**src/rtl/gpr_scoreboard.sv**
```systemverilog
// gpr_scoreboard: tracks in-flight GPR writes and produces decode stall, bypass selects and a stall counter
module gpr_scoreboard #(
    parameter int LAT_W  = 3,
    parameter int PEND_W = 2
) (
    input  logic             clk,
    input  logic             reset,
    input  logic             id_valid,
    input  logic [4:0]       id_rs,
    input  logic [4:0]       id_rt,
    input  logic             id_use_rs,
    input  logic             id_use_rt,
    input  logic             id_we,
    input  logic [4:0]       id_wr,
    input  logic [LAT_W-1:0] id_lat,
    input  logic             wb_we,
    input  logic [4:0]       wb_wr,
    output logic             stall,
    output logic             rs_bypass,
    output logic             rt_bypass,
    output logic [31:0]      stall_count
);
    localparam logic [PEND_W-1:0] PMAX = '1;
    logic [PEND_W-1:0] pend   [32];
    logic [PEND_W-1:0] pend_n [32];
    logic [LAT_W-1:0]  cnt    [32];
    logic [LAT_W-1:0]  cnt_n  [32];
    logic [31:0] inc, dec;
    logic rs_live, rt_live, rs_haz, rt_haz, dst_full, issue;
    // hazard and bypass decisions from pre-edge state; register 0 is never live
    always_comb begin
        rs_live   = id_use_rs && id_rs != 5'd0 && pend[id_rs] != '0;
        rt_live   = id_use_rt && id_rt != 5'd0 && pend[id_rt] != '0;
        rs_haz    = rs_live && cnt[id_rs] != '0;
        rt_haz    = rt_live && cnt[id_rt] != '0;
        dst_full  = id_we && id_wr != 5'd0 && pend[id_wr] == PMAX;
        stall     = id_valid && (rs_haz || rt_haz || dst_full);
        rs_bypass = id_valid && rs_live && cnt[id_rs] == '0;
        rt_bypass = id_valid && rt_live && cnt[id_rt] == '0;
        issue     = id_valid && !stall && id_we && id_wr != 5'd0;
    end
    // next state per register: newest issue reloads the countdown, an emptied entry clears it
    always_comb begin
        pend_n = '{default: '0};
        cnt_n  = '{default: '0};
        inc    = '0;
        dec    = '0;
        for (int r = 1; r < 32; r++) begin
            inc[r]    = issue && id_wr == 5'(r);
            dec[r]    = wb_we && wb_wr == 5'(r) && pend[r] != '0;
            pend_n[r] = (inc[r] && !dec[r]) ? pend[r] + PEND_W'(1) :
                        (dec[r] && !inc[r]) ? pend[r] - PEND_W'(1) : pend[r];
            cnt_n[r]  = pend_n[r] == '0 ? '0 :
                        inc[r] ? id_lat :
                        cnt[r] != '0 ? cnt[r] - LAT_W'(1) : '0;
        end
    end
    // state registers and free-running stall counter
    always_ff @(posedge clk) begin
        if (reset) begin
            pend        <= '{default: '0};
            cnt         <= '{default: '0};
            stall_count <= '0;
        end else begin
            pend        <= pend_n;
            cnt         <= cnt_n;
            stall_count <= stall_count + 32'(stall);
        end
    end
endmodule

```
**config.mk**
```make
export PLATFORM = sky130hd
export DESIGN_NAME = gpr_scoreboard
export DESIGN_NICKNAME = d
export VERILOG_FILES = /design/src/rtl/gpr_scoreboard.sv
export SDC_FILE = /design/constraint.sdc
export NUM_CORES = 1
export LEC_CHECK = 0
export CAP_MARGIN = 20
export CORE_MARGIN = 2
export CORE_UTILIZATION = 62
export DETAILED_ROUTE_END_ITERATION = 8
export HOLD_SLACK_MARGIN = 0.02
export PLACE_DENSITY = 0.81
export SLEW_MARGIN = 20
export SYNTH_ARGS = -nofsm -noshare
export SYNTH_HDL_FRONTEND = slang
export SYNTH_SLANG_ARGS = --single-unit
```
**constraint.sdc**
```tcl
create_clock -name clk -period 6 [get_ports clk]
set_input_delay 1.2 -clock clk [delete_from_list [all_inputs] [get_ports clk]]
set_output_delay 1.2 -clock clk [all_outputs]
set_load 0.05 [all_outputs]
```
# Word level (Yosys, flattened, before mapping)

Index checks and enable logic that the tools add are counted.

Bitwise logic cells: 3
Eq/ne operators: 63
Magnitude comparators: 3
Add/subtract/negate cells: 94
Mux-type cells: 139
Reduce and logical (&&, ||, !) cells: 369

Operators by type and width:

| cell                                                     | number |
|---|---|
| two-way mux 3 bit                                        | 66 |
| logical AND 1 bit                                        | 171 |
| == test 5 bit, second input constant                     | 32 |
| two-way mux 2 bit                                        | 68 |
| nonzero test 3 bit                                       | 33 |
| subtractor 3 x 1 -> 3 bit, second input constant         | 31 |
| == test 5 x 4 -> 1 bit, second input constant            | 16 |
| nonzero test 2 bit                                       | 33 |
| zero test 1 bit                                          | 63 |
| adder 2 x 1 -> 2 bit, second input constant              | 31 |
| zero test 2 bit                                          | 31 |
| OR reduction 2 bit                                       | 31 |
| subtractor 2 x 1 -> 2 bit, second input constant         | 31 |
| == test 5 x 3 -> 1 bit, second input constant            | 8 |
| adder 32 x 1 -> 32 bit                                   | 1 |
| binary-select mux 2 bit (select 5 bit)                   | 3 |
| binary-select mux 3 bit (select 5 bit)                   | 2 |
| == test 5 x 2 -> 1 bit, second input constant            | 4 |
| greater-or-equal comparator 6 bit, second input constant | 3 |
| NOT 5 -> 6 bit                                           | 3 |
| nonzero test 5 bit                                       | 3 |
| == test 5 x 1 -> 1 bit, second input constant            | 2 |
| zero test 3 bit                                          | 2 |
| == test 2 bit, second input constant                     | 1 |
| logical OR 1 bit                                         | 2 |

Register bits: 192
Output and inout bits: 35
Input port bits: 30

# Depth between registers and ports, before layout

Depth in word-level cells: 21
Depth in mapped cells: 21

# Worst setup path before layout

Ideal clock, no wire load.

Kind: input to register
Start: input port id_rt[1]
End: register stall_count[18]
Required time: 5872 ps
Stages: 21
Path slack: 650 ps
Buffers on the path: 8
Arrival time: 5223 ps
Cell sequence: buf_6 > buf_4 > buf_4 > buf_2 > mux4_2 > mux2_2 > a31oi_1 > o211ai_1 > o22ai_2 > buf_2 > buf_2 > o21a_1 > ha_1 > ha_1 > and2_1 > clkbuf_1 > and4_1 > clkbuf_1 > and3_1 > xnor2_1 > nor2_1

Longest elaborated chain between the ends: 11

Ends and longest elaborated chain:

| element                                               | line   | source |
|---|---|---|
| from (decl)                                           | 10     | `input logic [4:0] id_rt,` |
| NOT 5 -> 6 bit (not written as such)                  | 33, 35 |  |
| binary-select mux 2 bit (select 5 bit)                | 33     | `rt_live = id_use_rt && id_rt != 5'd0 && pend[id_rt] != '0;` |
| two-way mux 2 bit (not written as such) (2 in series) | 33     |  |
| nonzero test 2 bit                                    | 33     |  |
| logical AND 1 bit                                     | 33     |  |
| logical AND 1 bit *                                   | 35     | `rt_haz = rt_live && cnt[id_rt] != '0;` |
| logical OR 1 bit * (2 in series)                      | 37     | `stall = id_valid && (rs_haz \|\| rt_haz \|\| dst_full);` |
| logical AND 1 bit *                                   | 37     |  |
| via stall                                             | 18     | `output logic stall,` |
| adder 32 x 1 -> 32 bit *                              | 67     | `stall_count <= stall_count + 32'(stall);` |
| to (signal assigned)                                  | 67     |  |
| to (decl)                                             | 21     | `output logic [31:0] stall_count` |

The timed path passes the listed nets; every way through them passes the cells marked *. The select of a mux whose other input is x is not followed.
A chain may end at the register's enable or synchronous reset.

# Final worst setup path

Start: input port id_rt[1]
End: output port stall

Longest elaborated chain between the ends: 10

Ends and longest elaborated chain:

| element                                               | line |
|---|---|
| NOT 5 -> 6 bit (not written as such)                  | 33, 35 |
| binary-select mux 2 bit (select 5 bit)                | 33 |
| two-way mux 2 bit (not written as such) (2 in series) | 33 |
| nonzero test 2 bit                                    | 33 |
| logical AND 1 bit                                     | 33 |
| logical AND 1 bit *                                   | 35 |
| logical OR 1 bit * (2 in series)                      | 37 |
| logical AND 1 bit *                                   | 37 |
| to (decl)                                             | 18 |

Mark *: on every way between the ends. The rest lies on a longest branch, timed or not. The select of a mux whose other input is x is not followed.

==> summary.txt <==
Outcome
  • Status: completed

Critical path
  • Slowest cell on the critical path: clkdlybuf4s50_1
  • R2r worst-path depth: 14
  • CP Max Fanout: 14
  • Reg-to-reg endpoint: stall_count[18]
  • WP data required: 4800 ps
  • Worst-path cell chain: clkdlybuf4s50_1, buf_4, nand2_1, o41ai_1, a21oi_1, o221a_1, a2111oi_4, o22ai_2, o21a_1, buf_12
  • Crit start category: input pin
  • R2R Setup Slk: 1620 ps
  • CP Class: in -> out
  • Crit path DAT: 4210 ps
  • Setup crit end kind: output pin
  • Reg-to-Reg Start: cnt[3]
  • Worst path max stage delay: 840 ps

Worst hold path
  • Worst Hold Depth: 2
  • HP Start: stall_count[21]
  • Hold crit path type: reg -> reg
  • Hold Path End: stall_count[21]

Timing
  • Final setup violating endpoints: 0
  • Post-route minimum period: 5410 ps
  • Fin. max-slew vios: 0
  • Final setup TNS: 0 ps
  • RSZ-0062 raised after global routing: no
  • Highest clock rate: between 150 and 200 MHz
  • Final Hold Viols: 0
  • Fin crit share: 90.1%
  • Clock Skew: 12.3 ps
  • Worst slew pin tran: 1010 ps
  • Hold slack: 528 ps
  • Worst slew margin: 31.9%

Global route
  • GRT busiest layer: met2
  • Met2 Use GR: 55.2%
  • Overflow after GRT: 0
  • First-pass GRT wire length: about 67 mm
  • Largest net degree at the start of global routing: 97
  • All-Layer GR Usage: a little over a third
  • Met1 usage: 46.7%
  • Antenna violations before repair: 0
  • Met3 Use GR: 7.86%
  • Vias in the first global route: 12,672

Pwr
  • Sw power: around 1000 uW
  • P_int: 2.03 mW
  • Gate power share: 17.5%
  • Sequential power share: between 40% and 50%
  • VDD IR-drop max: 0.167 mV
  • Leak: 5.86 nW
  • Total power: 3.03 mW
  • Power per Cell Area: 193 nW/um^2
  • Switching share of total power: 32.8%
  • Clock power share: around 39%

Die
  • Die Width: 155 um
  • Die area: 24,100 um^2
  • Initial core utilization: a little over three fifths
  • Core area: 22,600 um^2
  • Die height: between 150 and 200 um
  • Ports: 65
  • FP Rows: 55

Route
  • Total Wirelength: 43.1 mm
  • Avg WL per Cell: a little over 20 um
  • DRT iter0 DRCs: 1,595
  • Via density per instance: 6.57
  • Post-route ant nets: 0
  • DR vias: ~14,000
  • DRC viols: 0
  • Pre-antenna DRT Iters: 6

Cells and area
  • Share of cells above drive strength 1: between 8 and 9%
  • Final Cell Area: about 16,000 um^2
  • Filler instances: 1,797
  • # diodes: 0
  • Fin nets: 1,910
  • Layout area overhead: 10.5%

Clocking
  • Root Buffer: clkbuf_16
  • Clock sink total: 187
  • CTS resizes: 0
  • H-tree depth: 4
  • CTS tree: done
  • CTS clock-pin slew for the worst setup and hold paths: 80 ps
  • Clock tree buffer depth: 2
  • Setup bufs post-CTS: 0
  • Cts hold-fix bufs: 0
  • Clk_lat worst skew: 460 ps
  • CTS Buf Count: 17

Synthesis
  • Mapped cell area: approximately 14,000 um^2
  • Yosys top cell area share: 26.3%
  • Syn avg cell area: 8.11 um^2
  • Synth async-reset ratio: 0%
  • Syn. warnings: 0
  • Top cell type by total area after synthesis: dfxtp_1
  • #FFs+latches synth: 187
  • Library cells used by synthesis: 79
  • EDFF count, synth: 0
  • Seq/Total Area, Yosys: 26.3%
  • Largest cells by area after synthesis: dfxtp_1 26%, ha_1 8.4%, mux2i_1 8.0%
  • Post-Syn Instances: 1,753
  • Synth cell count leaders: 187 x dfxtp_1, 168 x nor2_1, 147 x inv_1
  • Main synth FF type: dfxtp_1
  • Synth Net Count: 1,878
  • Count leader, synth: dfxtp_1

Place
  • RD Place Congestion: 1.02
  • DP Wirelength: 31.7 mm
  • Dpl cell area: 15,100 um^2
  • IO buf count: 64

Flow run
  • Max-cap violation count: 0
## worst max path at each step
stage | from | endpoint | slack (ps) | depth (start not counted)
2_1_floorplan | id_rt[1] | stall_count[18] | 650 | 21
3_3_place_gp | id_rt[1] | stall_count[31] | 500 | 15
3_5_place_dp | id_rt[1] | stall_count[29] | 380 | 15
4_1_cts | id_rt[1] | stall | 630 | 9
5_1_grt | id_rt[1] | stall | 400 | 10
6_report | id_rt[1] | stall | 590 | 10
## per-layer routing
layer | vias to the layer above | part of all wire [%]
met3 | 150 | 9.9
li1 | 6392 | -
met1 | 6399 | 41
met2 | 735 | 44
met4 | 0 | 4.5
met5 | - | 0
## area by class of cell
type / count / area, um^2 / area share, %
Multi-Input combinational cell: 1335 / 9540 / 60.7
Sequential cell: 187 / 3740 / 23.8
Timing Repair Buffer: 94 / 893 / 5.69
Inverter: 150 / 563 / 3.58
Clock buffer: 17 / 425 / 2.71
Tap cell: 285 / 357 / 2.27
Clock inverter: 15 / 191 / 1.22
## power by group through the flow
stage | combinational [mW] | sequential (mW) | clock (mW)
detailed placement | 0.509 | 1.34 | 0
floorplan | 0.357 | 1.33 | 0
global placement | 0.496 | 1.33 | 0
global route | 0.566 | 1.31 | 1.24
finish | 0.530 | 1.31 | 1.19
CTS | 0.513 | 1.31 | 1.20
## stage by stage
| step | util [%] | std cells | setup WS, ps |
|---|---|---|---|
| floorplan | - | 1753 | 650 |
| finish | 69.6 | 2083 | 593 |
| global route | 69.6 | 2083 | 404 |
| detailed placement | 66.8 | 2051 | 381 |
| CTS | 69.6 | 2083 | 627 |
| global placement | 66.8 | 2051 | 498 |
## critical path: cells and delay by family
kind,cells,cell delay (ps)
AO/OA/AOI/OAI,6,1550
buffers and inverters,3,1340
AND/OR/NAND/NOR,1,100
## cell families (layout without fill, tap and decap cells)
group | Yosys count | in the layout | share of synthesized area, %
xor gates and xnor gates | 86 | 86 | 5.40
and+or+nand+nor | 721 | 721 | 25.2
adders and majority gates | 96 | 96 | 8.44
DFF | 187 | 187 | 26.3
AOI/OAI and AO/OA | 286 | 286 | 15.6
buffers and inverters | 231 | 276 | 6.63
muxes | 146 | 146 | 12.4
## sequential cells by signal, indices dropped and copies added (netlist names)
name,flops
cnt,93
pend,62
stall_count,32
## layout by cell type (no fill, tap or decap), types with 31 or more instances in the layout
master	synthesis	final
a211oi_1	33	33
buf_4	7	31
clkdlybuf4s50_1	0	60
dfxtp_1	187	187
ha_1	95	95
inv_1	147	147
mux2i_1	114	114
nand2_1	123	123
nand3_1	69	69
nor2_1	168	168
nor3_1	141	141
nor4_1	32	31
o21ai_0	64	64
or3_1	48	48
xnor2_1	60	60
No activity file was read; power rests on OpenSTA's default activity.
